[src/rtl/even_odd_pkg.sv]
// Shared types for the even/odd tally stage: FSM states, sample classes and the
// flag-to-class decode.
package even_odd_pkg;

    typedef enum logic {
        ST_ACCUM  = 1'b0,
        ST_REPORT = 1'b1
    } state_e;

    typedef enum logic [1:0] {
        CLS_NONE = 2'b00,
        CLS_ODD  = 2'b01,
        CLS_EVEN = 2'b10
    } cls_e;

    // Contradictory or missing flags (11 / 00) land in neither class.
    function automatic cls_e classify(input logic even, input logic odd);
        cls_e cls;
        case ({even, odd})
            2'b10:   cls = CLS_EVEN;
            2'b01:   cls = CLS_ODD;
            default: cls = CLS_NONE;
        endcase
        return cls;
    endfunction

endpackage

[src/rtl/even_odd_run_tracker.sv]
// Longest same-class run within one window. run_max is a look-ahead value that
// already includes the sample being stepped this cycle.
module even_odd_run_tracker
    import even_odd_pkg::*;
#(
    parameter int CNT_W = 4
) (
    input  logic             clk,
    input  logic             rst,
    input  logic             clear,
    input  logic             step,
    input  cls_e             cls,
    output logic [CNT_W-1:0] run_max
);

    cls_e             r_prev;
    logic [CNT_W-1:0] r_run_cur;
    logic [CNT_W-1:0] r_run_max;
    logic [CNT_W-1:0] w_run_cur_nxt;
    logic [CNT_W-1:0] w_run_max_nxt;

    always_comb begin
        w_run_cur_nxt = r_run_cur;
        if (step) begin
            if (cls == CLS_NONE) begin
                w_run_cur_nxt = '0;
            end else if (cls == r_prev) begin
                w_run_cur_nxt = r_run_cur + CNT_W'(1);
            end else begin
                w_run_cur_nxt = CNT_W'(1);
            end
        end
        w_run_max_nxt = (w_run_cur_nxt > r_run_max) ? w_run_cur_nxt : r_run_max;
    end

    always_ff @(posedge clk) begin
        if (rst || clear) begin
            r_prev    <= CLS_NONE;
            r_run_cur <= '0;
            r_run_max <= '0;
        end else if (step) begin
            r_prev    <= cls;
            r_run_cur <= w_run_cur_nxt;
            r_run_max <= w_run_max_nxt;
        end
    end

    assign run_max = w_run_max_nxt;

endmodule

[src/rtl/even_odd_tally.sv]
// Windowed even/odd tally: counts classes over WIN_LEN accepted samples and holds
// one result record until the sink takes it. Flag checking: EVEN_ODD_CHECK_EN.
//
// state     | meaning
// ST_ACCUM  | accepting samples into the current window
// ST_REPORT | record valid, waiting for out_ready; input stalled
module even_odd_tally
    import even_odd_pkg::*;
#(
    parameter int DATA_W  = 4,
    parameter int WIN_LEN = 8,
    parameter int CNT_W   = $clog2(WIN_LEN + 1)
) (
    input  logic              clk,
    input  logic              rst,
    input  logic              in_valid,
    output logic              in_ready,
    input  logic [DATA_W-1:0] in_a,
    input  logic              in_even,
    input  logic              in_odd,
    output logic              out_valid,
    input  logic              out_ready,
    output logic [CNT_W-1:0]  out_even_cnt,
    output logic [CNT_W-1:0]  out_odd_cnt,
    output logic [CNT_W-1:0]  out_run_max,
    output logic [CNT_W-1:0]  out_err_cnt
);

    localparam logic [CNT_W-1:0] IDX_LAST = CNT_W'(WIN_LEN - 1);

    state_e           r_state;
    state_e           w_state_nxt;
    logic             r_in_ready;
    logic             r_out_valid;
    logic [CNT_W-1:0] r_idx;
    logic [CNT_W-1:0] r_even_cnt;
    logic [CNT_W-1:0] r_odd_cnt;
    logic [CNT_W-1:0] r_rec_even;
    logic [CNT_W-1:0] r_rec_odd;
    logic [CNT_W-1:0] r_rec_run;
    logic [CNT_W-1:0] w_even_nxt;
    logic [CNT_W-1:0] w_odd_nxt;
    logic [CNT_W-1:0] w_run_max;
    logic             w_accept;
    logic             w_last;
    logic             w_handshake;
    cls_e             w_cls;
    logic             w_unused_a;

    assign w_cls       = classify(in_even, in_odd);
    assign w_accept    = in_valid & r_in_ready;
    assign w_last      = w_accept && (r_idx == IDX_LAST);
    assign w_handshake = r_out_valid & out_ready;
    assign w_even_nxt  = r_even_cnt + CNT_W'(w_cls == CLS_EVEN);
    assign w_odd_nxt   = r_odd_cnt + CNT_W'(w_cls == CLS_ODD);
    assign w_unused_a  = ^in_a;

    always_ff @(posedge clk) begin
        if (rst) begin
            r_state <= ST_ACCUM;
        end else begin
            r_state <= w_state_nxt;
        end
    end

    always_comb begin
        w_state_nxt = r_state;
        case (r_state)
            ST_ACCUM:  if (w_last)      w_state_nxt = ST_REPORT;
            ST_REPORT: if (w_handshake) w_state_nxt = ST_ACCUM;
            default:                    w_state_nxt = ST_ACCUM;
        endcase
    end

    // Handshake flags are registered so both stay low through reset and switch
    // together on the cycle after a window closes or a record is taken.
    always_ff @(posedge clk) begin
        if (rst) begin
            r_in_ready  <= 1'b0;
            r_out_valid <= 1'b0;
            r_idx       <= '0;
            r_even_cnt  <= '0;
            r_odd_cnt   <= '0;
            r_rec_even  <= '0;
            r_rec_odd   <= '0;
            r_rec_run   <= '0;
        end else begin
            r_in_ready  <= (w_state_nxt == ST_ACCUM);
            r_out_valid <= (w_state_nxt == ST_REPORT);
            if (w_handshake) begin
                r_idx      <= '0;
                r_even_cnt <= '0;
                r_odd_cnt  <= '0;
            end else if (w_accept) begin
                r_idx      <= w_last ? '0 : r_idx + CNT_W'(1);
                r_even_cnt <= w_even_nxt;
                r_odd_cnt  <= w_odd_nxt;
            end
            if (w_last) begin
                r_rec_even <= w_even_nxt;
                r_rec_odd  <= w_odd_nxt;
                r_rec_run  <= w_run_max;
            end
        end
    end

    even_odd_run_tracker #(
        .CNT_W (CNT_W)
    ) u_run_tracker (
        .clk     (clk),
        .rst     (rst),
        .clear   (w_handshake),
        .step    (w_accept),
        .cls     (w_cls),
        .run_max (w_run_max)
    );

`ifdef EVEN_ODD_CHECK_EN
    logic             w_flag_err;
    logic [CNT_W-1:0] r_err_cnt;
    logic [CNT_W-1:0] r_rec_err;

    // Counting still follows the flags; this only flags disagreement with bit 0.
    assign w_flag_err = ({in_even, in_odd} != {~in_a[0], in_a[0]});

    always_ff @(posedge clk) begin
        if (rst) begin
            r_err_cnt <= '0;
            r_rec_err <= '0;
        end else begin
            if (w_handshake) begin
                r_err_cnt <= '0;
            end else if (w_accept) begin
                r_err_cnt <= r_err_cnt + CNT_W'(w_flag_err);
            end
            if (w_last) begin
                r_rec_err <= r_err_cnt + CNT_W'(w_flag_err);
            end
        end
    end

    assign out_err_cnt = r_rec_err;
`else
    assign out_err_cnt = '0;
`endif

    assign in_ready     = r_in_ready;
    assign out_valid    = r_out_valid;
    assign out_even_cnt = r_rec_even;
    assign out_odd_cnt  = r_rec_odd;
    assign out_run_max  = r_rec_run;

endmodule
[config.mk]
export PLATFORM = sky130hd
export DESIGN_NAME = even_odd_tally
export DESIGN_NICKNAME = d
export VERILOG_FILES = /design/src/rtl/even_odd_pkg.sv /design/src/rtl/even_odd_run_tracker.sv /design/src/rtl/even_odd_tally.sv
export SDC_FILE = /design/constraint.sdc
export NUM_CORES = 1
export LEC_CHECK = 0
export CAP_MARGIN = 30
export CORE_ASPECT_RATIO = 1.4
export CORE_MARGIN = 1.5
export CORE_UTILIZATION = 25
export DETAILED_ROUTE_END_ITERATION = 12
export HOLD_SLACK_MARGIN = 0.1
export MAX_ROUTING_LAYER = met4
export SYNTH_ARGS = -nofsm -noshare
export SYNTH_HDL_FRONTEND = slang
export SYNTH_HIERARCHICAL = 1
export SYNTH_SLANG_ARGS = --single-unit
[constraint.sdc]
create_clock -name clk -period 3.6 [get_ports clk]
set_input_delay 0.9 -clock clk [delete_from_list [all_inputs] [get_ports clk]]
set_output_delay 0.9 -clock clk [all_outputs]
set_load 0.02 [all_outputs]
---- Word level (Yosys, flattened, before mapping) ----
Index checks and enable logic that the tools add are counted.
word-level totals
  register bits ........................... 36
  input port bits ......................... 10
  output and inout port bits .............. 18
  logic and storage cells ................. 39
cells by class
  add/sub/neg operators ................... 4
  $lt $le $gt $ge ......................... 1
  eq/ne operators ......................... 6
  muxes and demuxes ....................... 9
  bitwise gates (word level) .............. 4
  reductions and logical operators ........ 4
operator list
  operator               number
  $mux W4                5
  $add A4 B1 Y4          2
  $add A4 B1 Y4 const B  2
  $eq A2 B1 Y1 const B   2
  $eq A2 B2 Y1 const B   2
  $eq A4 B3 Y1 const B   1
  $gt A4 B4 Y1           1
  $pmux W2 S2            1
  $and A1 B1 Y1          2
  $eq A2 B2 Y1           1
  $logic_not A2 Y1       1
  $mux W1                2
  $not A1 Y1             2
  $pmux W1 S2            1
  $reduce_or A2 Y1       1
  $logic_and A1 B1 Y1    1
  $logic_or A1 B1 Y1     1

---- Depth between registers and ports, before layout ----
Gate-level depths: netlist of run 1.
  word-level depth ........................ 8
  mapped depth ............................ 14
  gate-level depth less buffers ........... 12

---- By module ----
The synthesis of run 1 kept the hierarchy.
by module, submodules not included
  module                times used  cells an instance  area each (µm²)  sequential area each (µm²)
  even_odd_tally        1           131                1143.6           520.5
  even_odd_run_tracker  1           73                 690.7            200.2

---- Worst setup path before layout of run 1 ----
Ideal clock, no wire load.
  path kind ............................... input to register
  start ................................... in in_valid
  end ..................................... reg r_rec_run[1], in the netlist out_run_max[1]
  setup time .............................. 132 ps
  arrival ................................. 2994 ps
  data required time ...................... 3468 ps
  slack ................................... 474 ps
  stages on the path ...................... 12
  path buffers ............................ 2
  cell sequence ........................... nand2_1 > buf_2 > inv_1 > buf_6 > nor2_2 > a211o_2 > ha_1 > nand4_1 > o21ai_2 > mux2_2 > nand3_1 > a21oi_1
on the way
  word-level cells in the longest chain between the ends .. 4
  elaborated cells between the ends (all ways) .. 5
  classes of those cells .................. order compare (1); mux (2); bitwise (1); reduce/logical (1)
RTL lines
  item                    line                        source
  start: declaration      even_odd_tally.sv:16        input logic in_valid,
  $and A1 B1 Y1 (*)       even_odd_tally.sv:51        assign w_accept = in_valid & r_in_ready;
  via w_accept            even_odd_tally.sv:44        logic w_accept;
  $mux W4 (*)             even_odd_run_tracker.sv:24  if (step) begin
  $gt A4 B4 Y1            even_odd_run_tracker.sv:33  w_run_max_nxt = (w_run_cur_nxt > r_run_max) ? w_run_cur_nxt : r_run_max;
  $mux W4 (*)             even_odd_run_tracker.sv:33
  via w_run_max[1]        even_odd_tally.sv:43        logic [CNT_W-1:0] w_run_max;
  end signal: assignment  even_odd_tally.sv:102       r_rec_run <= w_run_max;
  end: declaration        even_odd_tally.sv:40        logic [CNT_W-1:0] r_rec_run;
Mark *: on every way through the listed nets, which the timed path passes. The rest lies on a longest branch.
A chain may end at the register's enable or synchronous reset.

---- Worst setup path in the final report of run 1 ----
  start ................................... in in_even
  end ..................................... reg r_rec_run[3], in the netlist out_run_max[3]
on the way
  word-level cells in the longest chain between the ends .. 8
  elaborated cells between the ends (all ways) .. 10
  classes of those cells .................. order compare (1); eq/ne (3); mux (5); reduce/logical (1)
RTL lines
  item                                                 line                        source
  start: declaration                                   even_odd_tally.sv:19        input logic in_even,
  $eq A2 B1 Y1 / $eq A2 B2 Y1 (equally long branches)  even_odd_pkg.sv:19          case ({even, odd})
  $pmux W2 S2 (*)                                      even_odd_pkg.sv:19
  via w_cls[1]                                         even_odd_tally.sv:47        cls_e w_cls;
  $eq A2 B2 Y1                                         even_odd_run_tracker.sv:27  end else if (cls == r_prev) begin
  $mux W4                                              even_odd_run_tracker.sv:27
  $mux W4 (*)                                          even_odd_run_tracker.sv:25  if (cls == CLS_NONE) begin
  $mux W4 (*)                                          even_odd_run_tracker.sv:24
  via u_run_tracker.w_run_cur_nxt[2]                   even_odd_run_tracker.sv:19  logic [CNT_W-1:0] w_run_cur_nxt;
  $gt A4 B4 Y1 (*)                                     even_odd_run_tracker.sv:33
  $mux W4 (*)                                          even_odd_run_tracker.sv:33
  via w_run_max[3]                                     even_odd_tally.sv:43
Marks and branches as above.

==> results of run 1 <==
==> stage by stage <==
stage	total power, uW	worst slack (ns)	setup TNS [ns]	cell area [sq um]
final	796	0.247	0	2250
after global routing	836	0.00395	0	2250
after CTS	804	0.227	0	2250
after detailed placement	505	-0.0566	-0.180	2160
after global placement	505	-0.0434	-0.116	2160
after floorplan	476	0.474	0	1850
==> cell families (layout without fill, tap and decap cells) <==
logic type / after synthesis / in the layout / synth area share
AO/OA/AOI/OAI: 51 / 51 / 0.183
flip-flops: 36 / 36 / 0.393
multiplexers: 9 / 9 / 0.0525
XOR/XNOR: 10 / 10 / 0.0478
other: 1 / 4 / 0.00204
buffers and inverters: 17 / 44 / 0.0559
AND/OR/NAND/NOR: 70 / 70 / 0.198
adder cells (fa/ha/maj): 10 / 10 / 0.0682
==> flip-flops by register name, summed over array words and instances (netlist names) <==
register / count
in_ready: 1
out_even_cnt: 4
out_odd_cnt: 4
out_run_max: 4
out_valid: 1
r_even_cnt: 4
r_idx: 4
r_odd_cnt: 4
u_run_tracker/r_prev: 2
u_run_tracker/r_run_cur: 4
u_run_tracker/r_run_max: 4
==> placed cells by master, fill, tap and decap left out, types with 2 or more instances in the layout <==
cell	n
ha_1	10
nand4_1	3
a211o_1	2
mux2_2	5
nor3_2	2
inv_1	5
buf_4	12
or3_1	3
o21ai_0	12
xnor2_1	3
nor2_2	2
or2_2	2
nand3_1	14
a211oi_1	5
clkbuf_8	6
xor2_1	7
nor2_1	15
clkdlybuf4s50_1	19
nor2b_1	3
a21oi_1	20
nand2b_1	3
or3b_1	2
nand2_1	15
dfxtp_1	36
a211oi_2	2
a31oi_1	2
mux2i_1	4
conb_1	4
==> cell usage after synthesis (3+ instances only) <==
cell type and instances:
buf_4 5, mux2_2 5, xnor2_1 3, nand2_1 15, buf_2 4, nor2_1 15
nand4_1 3, xor2_1 7, mux2i_1 4, a21oi_1 20, inv_1 5, nand3_1 14
or3_1 3, ha_1 10, o21ai_0 12, nor2b_1 3, a211oi_1 5, nand2b_1 3
dfxtp_1 36
==> final timing paths <==
| check | start | end | slack (ns) | depth (start not counted) |
|---|---|---|---|---|
| hold reg to reg | r_even_cnt[0] | r_even_cnt[0] | 0.46 | 2 |
| setup / recovery | in_even | out_run_max[3] | 0.25 | 12 |
| hold / removal | r_even_cnt[0] | r_even_cnt[0] | 0.46 | 2 |
| setup reg to reg | in_ready | u_run_tracker/r_run_max[2] | 0.93 | 11 |
==> report_power, final <==
part | internal [uW] | switching, uW | total (uW) | leakage, uW
sequential | 403 | 5.50 | 409 | 0.000291
combinational | 39.0 | 48.2 | 87.2 | 0.000490
clock | 156 | 145 | 300 | 0.0000445
==> final cells by class <==
type                            count  area [sq um]  area share
Clock buffer                        7          86.3      0.0383
Timing Repair Buffer               31           280       0.124
Tap cell                           95           119      0.0527
Multi-Input combinational cell    154          1020       0.453
Clock inverter                      1          7.51     0.00333
Sequential cell                    36           721       0.320
Inverter                            5          18.8     0.00832
==> critical path: stages <==
cell,delay [ns]
clkdlybuf4s50_1,0.47
nor2b_1,0.28
xor2_1,0.13
o211a_4,0.28
nor2_1,0.17
ha_1,0.26
o21ai_0,0.19
a21oi_2,0.08
o21ai_2,0.24
mux2_2,0.37
nand3_1,0.08
a21oi_1,0.07
==> metal layers <==
metal / track usage / up-vias / wire length (um) / share of wire
li1: - / 780 / - / -
met5: - / - / 0 / 0
met2: 0.201 / 19 / 2230 / 0.54
met3: 0.0291 / 2 / 118 / 0.028
met1: 0.136 / 736 / 1780 / 0.43
met4: 0.0306 / 0 / 23 / 0.0055
==> metrics.md, run 1 <==
| Metric | Value |
|---|---|
| Status | `complete, no violations` |
| Worst VDD drop | `0.000142 V` |
| Top post-synthesis cells by area | `dfxtp_1, ha_1, a21oi_1, nand3_1, xor2_1` |
| IO buf count | `19` |
| Post-CTS setup repair buffer count | `0` |
| WP data required | `3.76 ns` |
| Max clock buf depth | `2` |
| CORE AREA | `7030 sq um` |
| TritonCTS Sinks | `36` |
| Top FF cell, synth | `dfxtp_1` |
| Fin crit share | `0.931` |
| RSZ-0062 raised after global routing | `false` |
| WL/cell | `12.6 um` |
| Post-synth EDFFs | `0` |
| Crit start category | `primary input` |
| Synth async-reset ratio | `0` |
| Final min period | `3.35 ns` |
| Cells after DPL | `321` |
| Vias in the first global route | `1506` |
| Crit Path Class | `primary input to register` |
| Maxcap violations | `0` |
| GRT Resource Usage Total | `0.119` |
| Non-Filler Instances | `329` |
| Row cnt | `36` |
| Final GP Congestion | `0.882` |
| Slew @ Worst Pin | `0.524 ns` |
| Fin Hold WS | `0.464 ns` |
| DRT antenna net count | `0` |
| Initial antenna violation count | `0` |
| Post-layout util | `0.321` |
| Worst min path class | `register to register` |
| Vias | `1537` |
| Final-report max-slew violation count | `0` |
| Final setup violation count | `0` |
| Avg Inst Size Synth | `8.99 sq um` |
| Area Growth Syn to Fin | `22.9%` |
| Die width | `75.4 um` |
| Initial Util | `0.261` |
| Largest net degree at the start of global routing | `14` |
| H-tree levels | `2` |
| Setup Skew | `0.0107 ns` |
| Yosys cell types | `43` |
| Ratio of cells with drive above 1 in the final layout | `0.158` |
| Synth warn | `6` |
| Relative max-transition margin | `0.651` |
| Pwr dens | `353 nW/um^2` |
| Worst-skew pair later-pin latency | `0.29 ns` |
| DRT Wirelength | `4.15 mm` |
| P_leak | `0.000826 uW` |
| Syn Inst Count | `204` |
| DRC | `0` |
| Grt ovf | `0` |
| Hold Fails Final Rpt | `0` |
| Worst-path fanout max | `6` |
| Fmax | `298 MHz` |
| # nets final | `253` |
| Critical Path End Type | `register` |
| 1st-iter DRT viols | `57` |
| Synth top area share | `0.393` |
| HPWL after DPL | `3.04 mm` |
| TritonCTS clock tree | `built` |
| Post-cts hold buffer count | `0` |
| Register area share after synthesis | `0.393` |
| Antenna cells | `0` |
| Chip height | `104 um` |
| CTS buffer count | `5` |
| First drt pass iteration count | `4` |
| FILL cells | `747` |
| Data arrival, critical path | `3.51 ns` |
| Yosys reg bits | `36` |
| DIE AREA | `7870 sq um` |
| Post-Syn Area | `1830 sq um` |
| Root Driver | `clkbuf_8` |
| First-pass GRT wire length | `7.04 mm` |
| CTS resizes | `0` |
| Vias/cell | `4.67` |
| Clock transition at path regs | `0.08 ns` |
| Area leader, netlist | `dfxtp_1` |
| Num ports | `28` |
(Power assumes the default switching activity.)
==> run 2: changes to the inputs <==
Settings changed: GPL_ROUTABILITY_DRIVEN set to 0, SKIP_LAST_GASP set to 1.
==> results of run 2 <==
Same layout as run 1: the final DEF is identical, and so are final timing and power.
